## src/rtl/vending_machine_minor_pkg.sv

```systemverilog
// Shared definitions for the vending_machine_minor controller:
// widths, product select codes, default prices, accepted coin values,
// the FSM state type and small arithmetic helpers.
package vending_machine_minor_pkg;

    localparam int unsigned MONEY_W = 7;
    localparam int unsigned TOTAL_W = 8;
    localparam int unsigned SEL_W   = 5;
    localparam int unsigned NPROD   = 5;

    // Product select codes; 5..31 are invalid selections
    localparam logic [SEL_W-1:0] SEL_WRAPPERS = 5'd0;
    localparam logic [SEL_W-1:0] SEL_BOTTLES  = 5'd1;
    localparam logic [SEL_W-1:0] SEL_PACKETS  = 5'd2;
    localparam logic [SEL_W-1:0] SEL_CANS     = 5'd3;
    localparam logic [SEL_W-1:0] SEL_TUB      = 5'd4;

    // Default prices
    localparam int unsigned DEF_PRICE_WRAPPERS = 15;
    localparam int unsigned DEF_PRICE_BOTTLES  = 20;
    localparam int unsigned DEF_PRICE_PACKETS  = 30;
    localparam int unsigned DEF_PRICE_CANS     = 40;
    localparam int unsigned DEF_PRICE_TUB      = 55;

    // Coin values accepted when coin checking is built in
    localparam logic [MONEY_W-1:0] COIN_0  = 7'd0;
    localparam logic [MONEY_W-1:0] COIN_5  = 7'd5;
    localparam logic [MONEY_W-1:0] COIN_10 = 7'd10;
    localparam logic [MONEY_W-1:0] COIN_20 = 7'd20;
    localparam logic [MONEY_W-1:0] COIN_50 = 7'd50;

    typedef enum logic [1:0] {
        ST_IDLE   = 2'd0,
        ST_VEND   = 2'd1,
        ST_REFUND = 2'd2
    } vm_state_e;

    // True when the value is one of the accepted coin denominations
    function automatic logic coin_ok(input logic [MONEY_W-1:0] c);
        return (c == COIN_0) || (c == COIN_5) || (c == COIN_10) ||
               (c == COIN_20) || (c == COIN_50);
    endfunction

    // Clamp an 8-bit amount onto the 7-bit change output
    function automatic logic [MONEY_W-1:0] sat7(input logic [TOTAL_W-1:0] v);
        return v[TOTAL_W-1] ? 7'd127 : v[MONEY_W-1:0];
    endfunction

endpackage

```

## src/rtl/vm_price_lut.sv

```systemverilog
// Price lookup: maps a product select code to {valid, price}.
// Ports:
//   sel   in  5  product select code
//   valid out 1  high for codes 0..4
//   price out 7  price of the selected product (0 when invalid)
module vm_price_lut
    import vending_machine_minor_pkg::*;
#(
    parameter int unsigned PRICE_WRAPPERS = DEF_PRICE_WRAPPERS,
    parameter int unsigned PRICE_BOTTLES  = DEF_PRICE_BOTTLES,
    parameter int unsigned PRICE_PACKETS  = DEF_PRICE_PACKETS,
    parameter int unsigned PRICE_CANS     = DEF_PRICE_CANS,
    parameter int unsigned PRICE_TUB      = DEF_PRICE_TUB
) (
    input  logic [SEL_W-1:0]   sel,
    output logic               valid,
    output logic [MONEY_W-1:0] price
);

    always_comb begin
        valid = 1'b1;
        price = '0;
        case (sel)
            SEL_WRAPPERS: price = 7'(PRICE_WRAPPERS);
            SEL_BOTTLES:  price = 7'(PRICE_BOTTLES);
            SEL_PACKETS:  price = 7'(PRICE_PACKETS);
            SEL_CANS:     price = 7'(PRICE_CANS);
            SEL_TUB:      price = 7'(PRICE_TUB);
            default:      valid = 1'b0;
        endcase
    end

endmodule

```

## src/rtl/vending_machine_minor.sv

```systemverilog
// Single-transaction vending controller for five products.
// A transaction is detected when {money, extramoney, sel} changes and the
// coin total is non-zero; one cycle later the controller either pulses one
// dispense flag with change, or refunds the full total.
// Optional feature: define VM_COIN_CHECK_EN to refund any transaction whose
// coins are not one of 0/5/10/20/50.
// Ports:
//   clock           in  1  rising-edge system clock
//   reset           in  1  synchronous active-high reset
//   money           in  7  primary coin value
//   extramoney      in  7  top-up coin value
//   sel             in  5  product select (0..4 valid)
//   change          out 7  change or refund amount (registered, held)
//   wrappers        out 1  dispense pulse, product 0
//   plasticbottles  out 1  dispense pulse, product 1
//   packets         out 1  dispense pulse, product 2
//   cans            out 1  dispense pulse, product 3
//   plastictub      out 1  dispense pulse, product 4
module vending_machine_minor
    import vending_machine_minor_pkg::*;
#(
    parameter int unsigned PRICE_WRAPPERS = DEF_PRICE_WRAPPERS,
    parameter int unsigned PRICE_BOTTLES  = DEF_PRICE_BOTTLES,
    parameter int unsigned PRICE_PACKETS  = DEF_PRICE_PACKETS,
    parameter int unsigned PRICE_CANS     = DEF_PRICE_CANS,
    parameter int unsigned PRICE_TUB      = DEF_PRICE_TUB
) (
    input  logic               clock,
    input  logic               reset,
    input  logic [MONEY_W-1:0] money,
    input  logic [MONEY_W-1:0] extramoney,
    input  logic [SEL_W-1:0]   sel,
    output logic [MONEY_W-1:0] change,
    output logic               wrappers,
    output logic               plasticbottles,
    output logic               packets,
    output logic               cans,
    output logic               plastictub
);

    localparam int unsigned TUPLE_W = 2 * MONEY_W + SEL_W;

    vm_state_e             state;
    logic [TUPLE_W-1:0]    last_tuple;
    logic [MONEY_W-1:0]    pend_change;
    logic [NPROD-1:0]      pend_flags;
    logic [MONEY_W-1:0]    change_r;
    logic [NPROD-1:0]      flags_r;

    logic                  lut_valid;
    logic [MONEY_W-1:0]    lut_price;
    logic [TOTAL_W-1:0]    total_c;
    logic [TUPLE_W-1:0]    tuple_c;
    logic                  coins_ok_c;
    logic                  trigger_c;
    logic                  vend_ok_c;

    vm_price_lut #(
        .PRICE_WRAPPERS (PRICE_WRAPPERS),
        .PRICE_BOTTLES  (PRICE_BOTTLES),
        .PRICE_PACKETS  (PRICE_PACKETS),
        .PRICE_CANS     (PRICE_CANS),
        .PRICE_TUB      (PRICE_TUB)
    ) u_price_lut (
        .sel   (sel),
        .valid (lut_valid),
        .price (lut_price)
    );

`ifdef VM_COIN_CHECK_EN
    assign coins_ok_c = coin_ok(money) && coin_ok(extramoney);
`else
    assign coins_ok_c = 1'b1;
`endif

    // Transaction detection and vend/refund decision for the current inputs
    always_comb begin
        total_c   = TOTAL_W'(money) + TOTAL_W'(extramoney);
        tuple_c   = {money, extramoney, sel};
        trigger_c = (tuple_c != last_tuple) && (total_c != '0);
        vend_ok_c = lut_valid && coins_ok_c && (total_c >= TOTAL_W'(lut_price));
    end

    // FSM: the detecting edge latches the result, the next edge presents it
    always_ff @(posedge clock) begin
        if (reset) begin
            state       <= ST_IDLE;
            last_tuple  <= '0;
            pend_change <= '0;
            pend_flags  <= '0;
            change_r    <= '0;
            flags_r     <= '0;
        end else begin
            last_tuple <= tuple_c;

            case (state)
                ST_VEND: begin
                    flags_r  <= pend_flags;
                    change_r <= pend_change;
                end
                ST_REFUND: begin
                    flags_r  <= '0;
                    change_r <= pend_change;
                end
                default: flags_r <= '0;
            endcase

            if (trigger_c) begin
                if (vend_ok_c) begin
                    state       <= ST_VEND;
                    pend_flags  <= NPROD'(1) << sel[2:0];
                    pend_change <= sat7(total_c - TOTAL_W'(lut_price));
                end else begin
                    state       <= ST_REFUND;
                    pend_flags  <= '0;
                    pend_change <= sat7(total_c);
                end
            end else begin
                state <= ST_IDLE;
            end
        end
    end

    assign change         = change_r;
    assign wrappers       = flags_r[0];
    assign plasticbottles = flags_r[1];
    assign packets        = flags_r[2];
    assign cans           = flags_r[3];
    assign plastictub     = flags_r[4];

endmodule

```

## config.mk

```make
export PLATFORM = sky130hd
export DESIGN_NAME = vending_machine_minor
export DESIGN_NICKNAME = d
export VERILOG_FILES = /design/src/rtl/vending_machine_minor_pkg.sv /design/src/rtl/vm_price_lut.sv /design/src/rtl/vending_machine_minor.sv
export SDC_FILE = /design/constraint.sdc
export NUM_CORES = 1
export LEC_CHECK = 0
export ABC_CLOCK_PERIOD_IN_PS = 4000
export CORE_UTILIZATION = 55
export DETAILED_ROUTE_END_ITERATION = 16
export GPL_ROUTABILITY_DRIVEN = 0
export PLACE_DENSITY_LB_ADDON = 0.08
export SYNTH_ARGS = -nofsm -noshare
export SYNTH_HDL_FRONTEND = slang
export SYNTH_HIERARCHICAL = 1
export SYNTH_SLANG_ARGS = --single-unit
```

## constraint.sdc

```tcl
create_clock -name clock -period 4 [get_ports clock]
set_clock_uncertainty 0.15 [all_clocks]
set_input_delay 0.4 -clock clock [delete_from_list [all_inputs] [get_ports clock]]
set_output_delay 0.4 -clock clock [all_outputs]
set_load 0.1 [all_outputs]
```

==> results of run 1 <==
[area by class of cell]
type / count / area, um2 / area share
Sequential cell: 45 / 901 / 0.288
Timing Repair Buffer: 44 / 410 / 0.131
Clock buffer: 5 / 68.8 / 0.0220
Clock inverter: 3 / 21.3 / 0.00681
Tap cell: 52 / 65.1 / 0.0208
Inverter: 18 / 67.6 / 0.0216
Multi-Input combinational cell: 223 / 1590 / 0.509
[worst max path at each step]
stage                                  endpoint  slack, ps     start
floorplan           pend_change[5]$_SDFFE_PP0N_        650  money[0]
global placement    pend_change[5]$_SDFFE_PP0N_         70  money[0]
detailed placement  pend_change[5]$_SDFFE_PP0N_        -20  money[0]
CTS                 pend_change[5]$_SDFFE_PP0N_        300  money[0]
global route        pend_change[5]$_SDFFE_PP0N_         80  money[0]
finish              pend_change[5]$_SDFFE_PP0N_        290  money[0]
[state kept, by name, indices dropped and copies added, names as in the netlist]
register / count
flags_r: 5
change: 7
pend_change: 7
state: 2
last_tuple: 19
pend_flags: 5
[power by group through the flow]
stage / Clock (mW) / Combinational, mW / Sequential [mW]
finish: 0.289 / 0.466 / 0.499
global route: 0.316 / 0.511 / 0.502
CTS: 0.297 / 0.462 / 0.499
detailed placement: 0 / 0.459 / 0.510
global placement: 0 / 0.454 / 0.508
floorplan: 0 / 0.279 / 0.559
[logic make-up after synthesis]
family,after synthesis,synth area share
other,1,0.00142
and+or+nand+nor,113,0.236
muxes,7,0.0266
buffers and inverters,32,0.0551
DFF,45,0.342
xor gates and xnor gates,27,0.0897
adders and majority gates,17,0.0854
AOI/OAI and AO/OA,58,0.164
[layer usage]
layer  global-route usage  wire length, um
met5                    0                0
met2                0.396             2660
met1                0.323             2680
met4                0.100              114
met3               0.0408              219
[cell usage after synthesis, drive strengths merged (5+ instances only)]
cell type	number	share of area
a21oi	10	0.020
and2	7	0.017
buf	7	0.019
clkbuf	7	0.010
dfxtp	45	0.34
ha	14	0.066
inv	18	0.026
mux2i	7	0.027
nand2	7	0.010
nand3	5	0.0095
nor2	30	0.043
nor2b	23	0.055
nor3	11	0.021
nor4	6	0.014
o21ai	10	0.020
o32ai	6	0.020
xnor2	6	0.020
xor2	21	0.070
[worst max-delay path, cell delays in order]
cell and delay, ps:
clkdlybuf4s50_1 460, ha_1 270, fa_1 420, a211oi_2 230, o21bai_1 100, a21oi_1 170
xnor2_1 160, ha_1 280, nor2b_1 150, and2_1 180, o31ai_1 60, o2111ai_1 160
o22a_1 310, o31ai_1 250, a311oi_1 110
==> reports/results.ini, run 1 <==
[power_and_ir_drop]
seq_power_share=0.398
p_sw_mw=0.454
power.leakage_nw=1.26
report.power.total_mw=1.25
power_frac_clock=0.230
combinationalPowerShare=0.371
switching_share=0.362
internal-power_mw=0.799
power_per_cell_area_nw_per_um2=401
peakVddDrop_mv=0.202

[sta]
rsz0062_at_grt=false
max_freq_mhz=270
tns_ps=0
slew_headroom=0.356
setup_viol=0
timing.hold.ws_ps=310
fin_crit_sh=0.927
drv_slew=0
max_slew.worst_pin.slew_ps=963
min_period_ps=3710
hold_violations=0
fin_ws_ps=291

[global_route]
grt_first_pass_wirelength_um=9690
grt_max_degree=25
grt_overflow=0
grt_pass1_vias=2050
grt.total_usage=0.244
antenna_found_initial=0

[critical_path]
timing.rr.start=last_tuple[13]$_SDFF_PP0_
crit_type=in -> reg
rr_endpoint=pend_change[4]$_SDFFE_PP0N_
r2r_cells=6
required_ps=4020
rrSetupSlack_ps=1830
path_max_fanout=7
start_kind=input port
end_kind=flop
crit_arrival_ps=3720

[worst_hold_path]
whs_endpoint=flags_r[4]$_SDFF_PP0_
hold_path_class=reg -> reg
hold_start=pend_flags[4]$_SDFFE_PP0N_
holdPathStages=1

[floorplanning]
rows=24
start_util=0.589
io_pins=33
fp.dieH_um=71.2
die-area_um2=5070
die_w_um=71.2
core_area_um2=4470

[logic_synthesis]
synthArstFlopShare=0
synth.avg_cell_area_um2=8.79
synth_ff_type=dfxtp_1
yosys_warnings=6
synthCells=300
ys_types=60
synthesis.area_um2=2640
synth_edf_count=0
synth_nets=337
synth_seq_cells=45
ys_seq_area_frac=0.342

[clock_tree]
cts_tree=done
root_buffer=clkbuf_8
numCtsBuffers=5
path_clk_slew_ps=90
htreeDepth=2
post_cts_buffers=0
worstSkewPairLatency_ps=300
cts.path.max_buffers=2
cts_sinks=45
ctsHoldBuffers=0
ctsResizeCount=0

[outcome]
outcome=finished with violations
violations=design-rule violations

[finish]
layout_commonest_cell=dfxtp_1
syn2layout_area_growth_pct=18.5
drive_gt1_frac=0.0858
final_util=0.698
design_area_um2=3120
final_cells=390
nets=374
final_cell_mix=dfxtp_1 (45), clkdlybuf4s50_1 (32), nor2_1 (30)
diodes=0
nFillCells=380

[place]
dpl_cell_area_um2=3030
portBuffers=32
placed_cells=382
dpl_worst_slack_ps=-15.4
dpl.hpwl_um=4380

[route]
vias_per_cell=5.72
drc=6
wl_um=5670
vias=2229
drtAntennaViolNets=0
first_pass_iters=13
post_drt_wl_per_cell_um=14.5
drt_iter0_markers=136

[job]
cap_violations=0

Power figures use the tool's default switching activity.
==> run 2: changes to the inputs <==
--- a/config.mk
+++ b/config.mk
@@ -6,6 +6,8 @@
 export NUM_CORES = 1
 export LEC_CHECK = 0
 export ABC_CLOCK_PERIOD_IN_PS = 4000
+export CORE_ASPECT_RATIO = 2
+export CORE_MARGIN = 3
 export CORE_UTILIZATION = 55
 export DETAILED_ROUTE_END_ITERATION = 16
 export GPL_ROUTABILITY_DRIVEN = 0
==> reports/results.ini, run 2 (synthesis results as in run 1) <==
[sta]
hold_violations=0
min_period_ps=3700
drv_slew=0
fin_ws_ps=302
slew_headroom=0.356
setup_viol=0
max_slew.worst_pin.slew_ps=964
fin_crit_sh=0.925
rsz0062_at_grt=false
tns_ps=0
max_freq_mhz=270

[critical_path]
required_ps=3990
end_kind=flop
crit_type=in -> reg
path_max_fanout=7
crit_arrival_ps=3690
start_kind=input port

[power_and_ir_drop]
power_per_cell_area_nw_per_um2=402
power_frac_clock=0.235
combinationalPowerShare=0.369
power.leakage_nw=1.25
peakVddDrop_mv=0.288
p_sw_mw=0.444
seq_power_share=0.396
switching_share=0.355
internal-power_mw=0.808

[finish]
diodes=0
final_cells=390
syn2layout_area_growth_pct=18.0
nFillCells=402
final_cell_mix=dfxtp_1 (45), clkdlybuf4s50_1 (32), nor2_1 (30)
regMostFlops=last_tuple
drive_gt1_frac=0.0776
largest_reg_flops=19
final_util=0.677
nets=371
layout_commonest_cell=dfxtp_1

[clock_tree]
worstSkewPairLatency_ps=300
ctsResizeCount=0
cts_tree=done
root_buffer=clkbuf_8
htreeDepth=2
ctsHoldBuffers=0
post_cts_buffers=0
numCtsBuffers=5
cts_sinks=45
cts.path.max_buffers=2
path_clk_slew_ps=80

[route]
wl_um=5900
vias_per_cell=5.61
drc=0
vias=2188
first_pass_iters=6
post_drt_wl_per_cell_um=15.1
drtAntennaViolNets=0
drt_iter0_markers=29

[global_route]
grt_first_pass_wirelength_um=9720
grt_pass1_vias=2163
grt.total_usage=0.229
antenna_found_initial=0
grt_max_degree=24
grt_overflow=0

[job]
cap_violations=0

[floorplanning]
io_pins=33
die-area_um2=5710
rows=35
die_w_um=55.0
core_area_um2=4600
start_util=0.573
fp.dieH_um=104

[place]
placed_cells=382
dpl.hpwl_um=4810
dpl_worst_slack_ps=0.780
portBuffers=32

[worst_hold_path]
hold_path_class=reg -> reg

[outcome]
outcome=finished clean

==> run 2: changes by cell type in the layout (fill, tap and decap cells not counted) <==
| cell | delta |
|---|---|
| clkinv_4 | +1 |
| inv_6 | -1 |
| clkbuf_8 | +1 |
| buf_4 | -3 |
| clkinvlp_4 | -1 |
==> run 2: area by class of cell <==
type                            count  area [um2]  area share
Clock buffer                        6        82.6      0.0265
Tap cell                           55        68.8      0.0221
Multi-Input combinational cell    223        1590       0.511
Clock inverter                      2        13.8     0.00442
Sequential cell                    45         901       0.290
Timing Repair Buffer               41         388       0.125
Inverter                           18        67.6      0.0217
==> run 2: layer usage <==
layer,GRT usage,vias up,part of all wire
met4,0.110,0,0.040
met3,0.0273,22,0.025
met5,0,-,0
li1,-,1118,-
met1,0.222,1000,0.35
met2,0.431,48,0.59
==> run 2: final timing paths <==
path / from / end / slack (ps) / cells after the start
min reg2reg: pend_flags[2]$_SDFFE_PP0N_ / flags_r[2]$_SDFF_PP0_ / 310 / 1
max reg2reg: last_tuple[3]$_SDFF_PP0_ / pend_change[2]$_SDFFE_PP0N_ / 1840 / 6
min: pend_flags[2]$_SDFFE_PP0N_ / flags_r[2]$_SDFF_PP0_ / 310 / 1
max: money[0] / pend_change[5]$_SDFFE_PP0N_ / 300 / 14
==> run 2: worst max-delay path: stages <==
cell and delay (ps):
clkdlybuf4s50_1 460, ha_1 250, fa_1 430, a211oi_2 250, nor2_1 90, xor2_1 170, ha_1 320, inv_1 70
a31oi_1 250, nor2_1 100, o31a_1 290, o22a_1 260, o31ai_1 250, a311oi_1 110
==> run 2: power by group through the flow <==
| stage | sequential (mW) | combinational [mW] | clock [mW] |
|---|---|---|---|
| CTS | 0.496 | 0.460 | 0.300 |
| global placement | 0.505 | 0.453 | 0 |
| floorplan | 0.559 | 0.279 | 0 |
| global route | 0.500 | 0.502 | 0.313 |
| detailed placement | 0.507 | 0.457 | 0 |
| finish | 0.496 | 0.462 | 0.294 |
==> run 2: stage by stage <==
step / area, um2 / total power [mW] / hold WS [ps]
4_1_cts: 3110 / 1.26 / 313
5_1_grt: 3110 / 1.31 / 328
3_5_place_dp: 3020 / 0.964 / 295
6_report: 3110 / 1.25 / 307
2_1_floorplan: 2640 / 0.838 / 280
3_3_place_gp: 3020 / 0.959 / 288
==> run 3: changes to the inputs <==
--- a/config.mk
+++ b/config.mk
@@ -11,6 +11,7 @@
 export CORE_UTILIZATION = 55
 export DETAILED_ROUTE_END_ITERATION = 16
 export GPL_ROUTABILITY_DRIVEN = 0
+export GPL_TIMING_DRIVEN = 0
 export PLACE_DENSITY_LB_ADDON = 0.08
 export SYNTH_ARGS = -nofsm -noshare
 export SYNTH_HDL_FRONTEND = slang
==> reports/results.ini, run 3 (synthesis results as in run 1) <==
[route]
vias=2189
post_drt_wl_per_cell_um=15.0
met3_length_um=164
top_layer_used=met4
drt_iter0_markers=35
wl_met2_um=3350
drtAntennaViolNets=0
drc=0
wl_um=5870
vias_per_cell=5.58
first_pass_iters=4
met1_length_um=2140

[global_route]
grt_overflow=0
grt_pass1_vias=2161
grt_max_degree=16
antenna_found_initial=0
grt.total_usage=0.230
grt_first_pass_wirelength_um=9800

[sta]
drv_slew=0
min_period_ps=3840
max_slew.worst_pin.slew_ps=965
setup_viol=0
fin_crit_sh=0.961
slew_headroom=0.355
hold_violations=0
max_freq_mhz=260
tns_ps=0

[clock_tree]
ctsResizeCount=0
numCtsBuffers=5
cts_tree=done
post_cts_buffers=0
cts_sinks=45
ctsHoldBuffers=0
worstSkewPairLatency_ps=310
cts.path.max_buffers=2
htreeDepth=2
path_clk_slew_ps=90
root_buffer=clkbuf_8

[finish]
syn2layout_area_growth_pct=18.9
regMostFlops=last_tuple
diodes=0
final_util=0.682
nets=373
drive_gt1_frac=0.0920
layout_commonest_cell=dfxtp_1
largest_reg_flops=19
final_cell_mix=dfxtp_1 (45), nor2_1 (30), clkdlybuf4s50_1 (30)

[critical_path]
path_max_fanout=7
r2r_cells=8
end_kind=flop
start_kind=input port
crit_type=in -> reg
crit_arrival_ps=3880
required_ps=4040

[floorplanning]
rows=35
die_w_um=55.0
die-area_um2=5710
start_util=0.573
io_pins=33
fp.dieH_um=104
core_area_um2=4600

[place]
portBuffers=30
dpl.hpwl_um=4660

[job]
cap_violations=0

[outcome]
outcome=finished clean

[worst_hold_path]
hold_path_class=in -> reg
holdPathStages=2

[power_and_ir_drop]
power_per_cell_area_nw_per_um2=398
power.leakage_nw=1.24
peakVddDrop_mv=0.309

==> run 3: worst max-delay path, stage by stage <==
cell,delay (ps)
clkdlybuf4s50_1,490
ha_2,250
fa_1,420
a211oi_2,230
o21bai_1,120
a21oi_2,180
xnor2_2,180
ha_2,380
nor2b_1,160
and2_1,180
o31ai_1,70
o2111ai_1,150
o22a_2,310
o31ai_1,250
a311oi_1,110
==> run 3: per-stage QoR <==
stage               std cells  power (mW)  area, um2  hold WS [ps]  worst slack (ps)
CTS                       393        1.24       3100           294              24.4
finish                    392        1.25       3130           297               157
global placement          385       0.940       3010           288              -296
floorplan                 300       0.838       2640           280               646
global route              392        1.32       3130           323             -7.08
detailed placement        385       0.948       3010           292              -314
==> run 3: worst paths after layout <==
kind,from,endpoint,slack [ps]
worst max-delay path,extramoney[0],pend_change[5]$_SDFFE_PP0N_,160
worst min-delay path,sel[1],last_tuple[1]$_SDFF_PP0_,300
worst max register to register,last_tuple[11]$_SDFF_PP0_,pend_change[0]$_SDFFE_PP0N_,1850
worst min register to register,pend_change[6]$_SDFFE_PP0N_,pend_change[6]$_SDFFE_PP0N_,310
==> run 3: power breakdown <==
| group | switching, mW | leakage [nW] | internal (mW) |
|---|---|---|---|
| logic | 0.275 | 0.825 | 0.183 |
| registers | 0.0144 | 0.371 | 0.481 |
| clock network | 0.169 | 0.0445 | 0.124 |
| total | 0.459 | 1.24 | 0.788 |
==> run 3: layer usage <==
metal,vias up,global-route usage
li1,1117,-
met1,1005,0.244
met2,48,0.410
met3,19,0.0344
met4,0,0.108
met5,-,0
==> run 3: area by class of cell <==
type	instances	area, um2
Multi-Input combinational cell	223	1630
Fill cell	423	1460
Sequential cell	45	901
Timing Repair Buffer	30	300
Buffer	13	73.8
Clock buffer	5	68.8
Tap cell	55	68.8
Inverter	18	67.6
Clock inverter	3	21.3
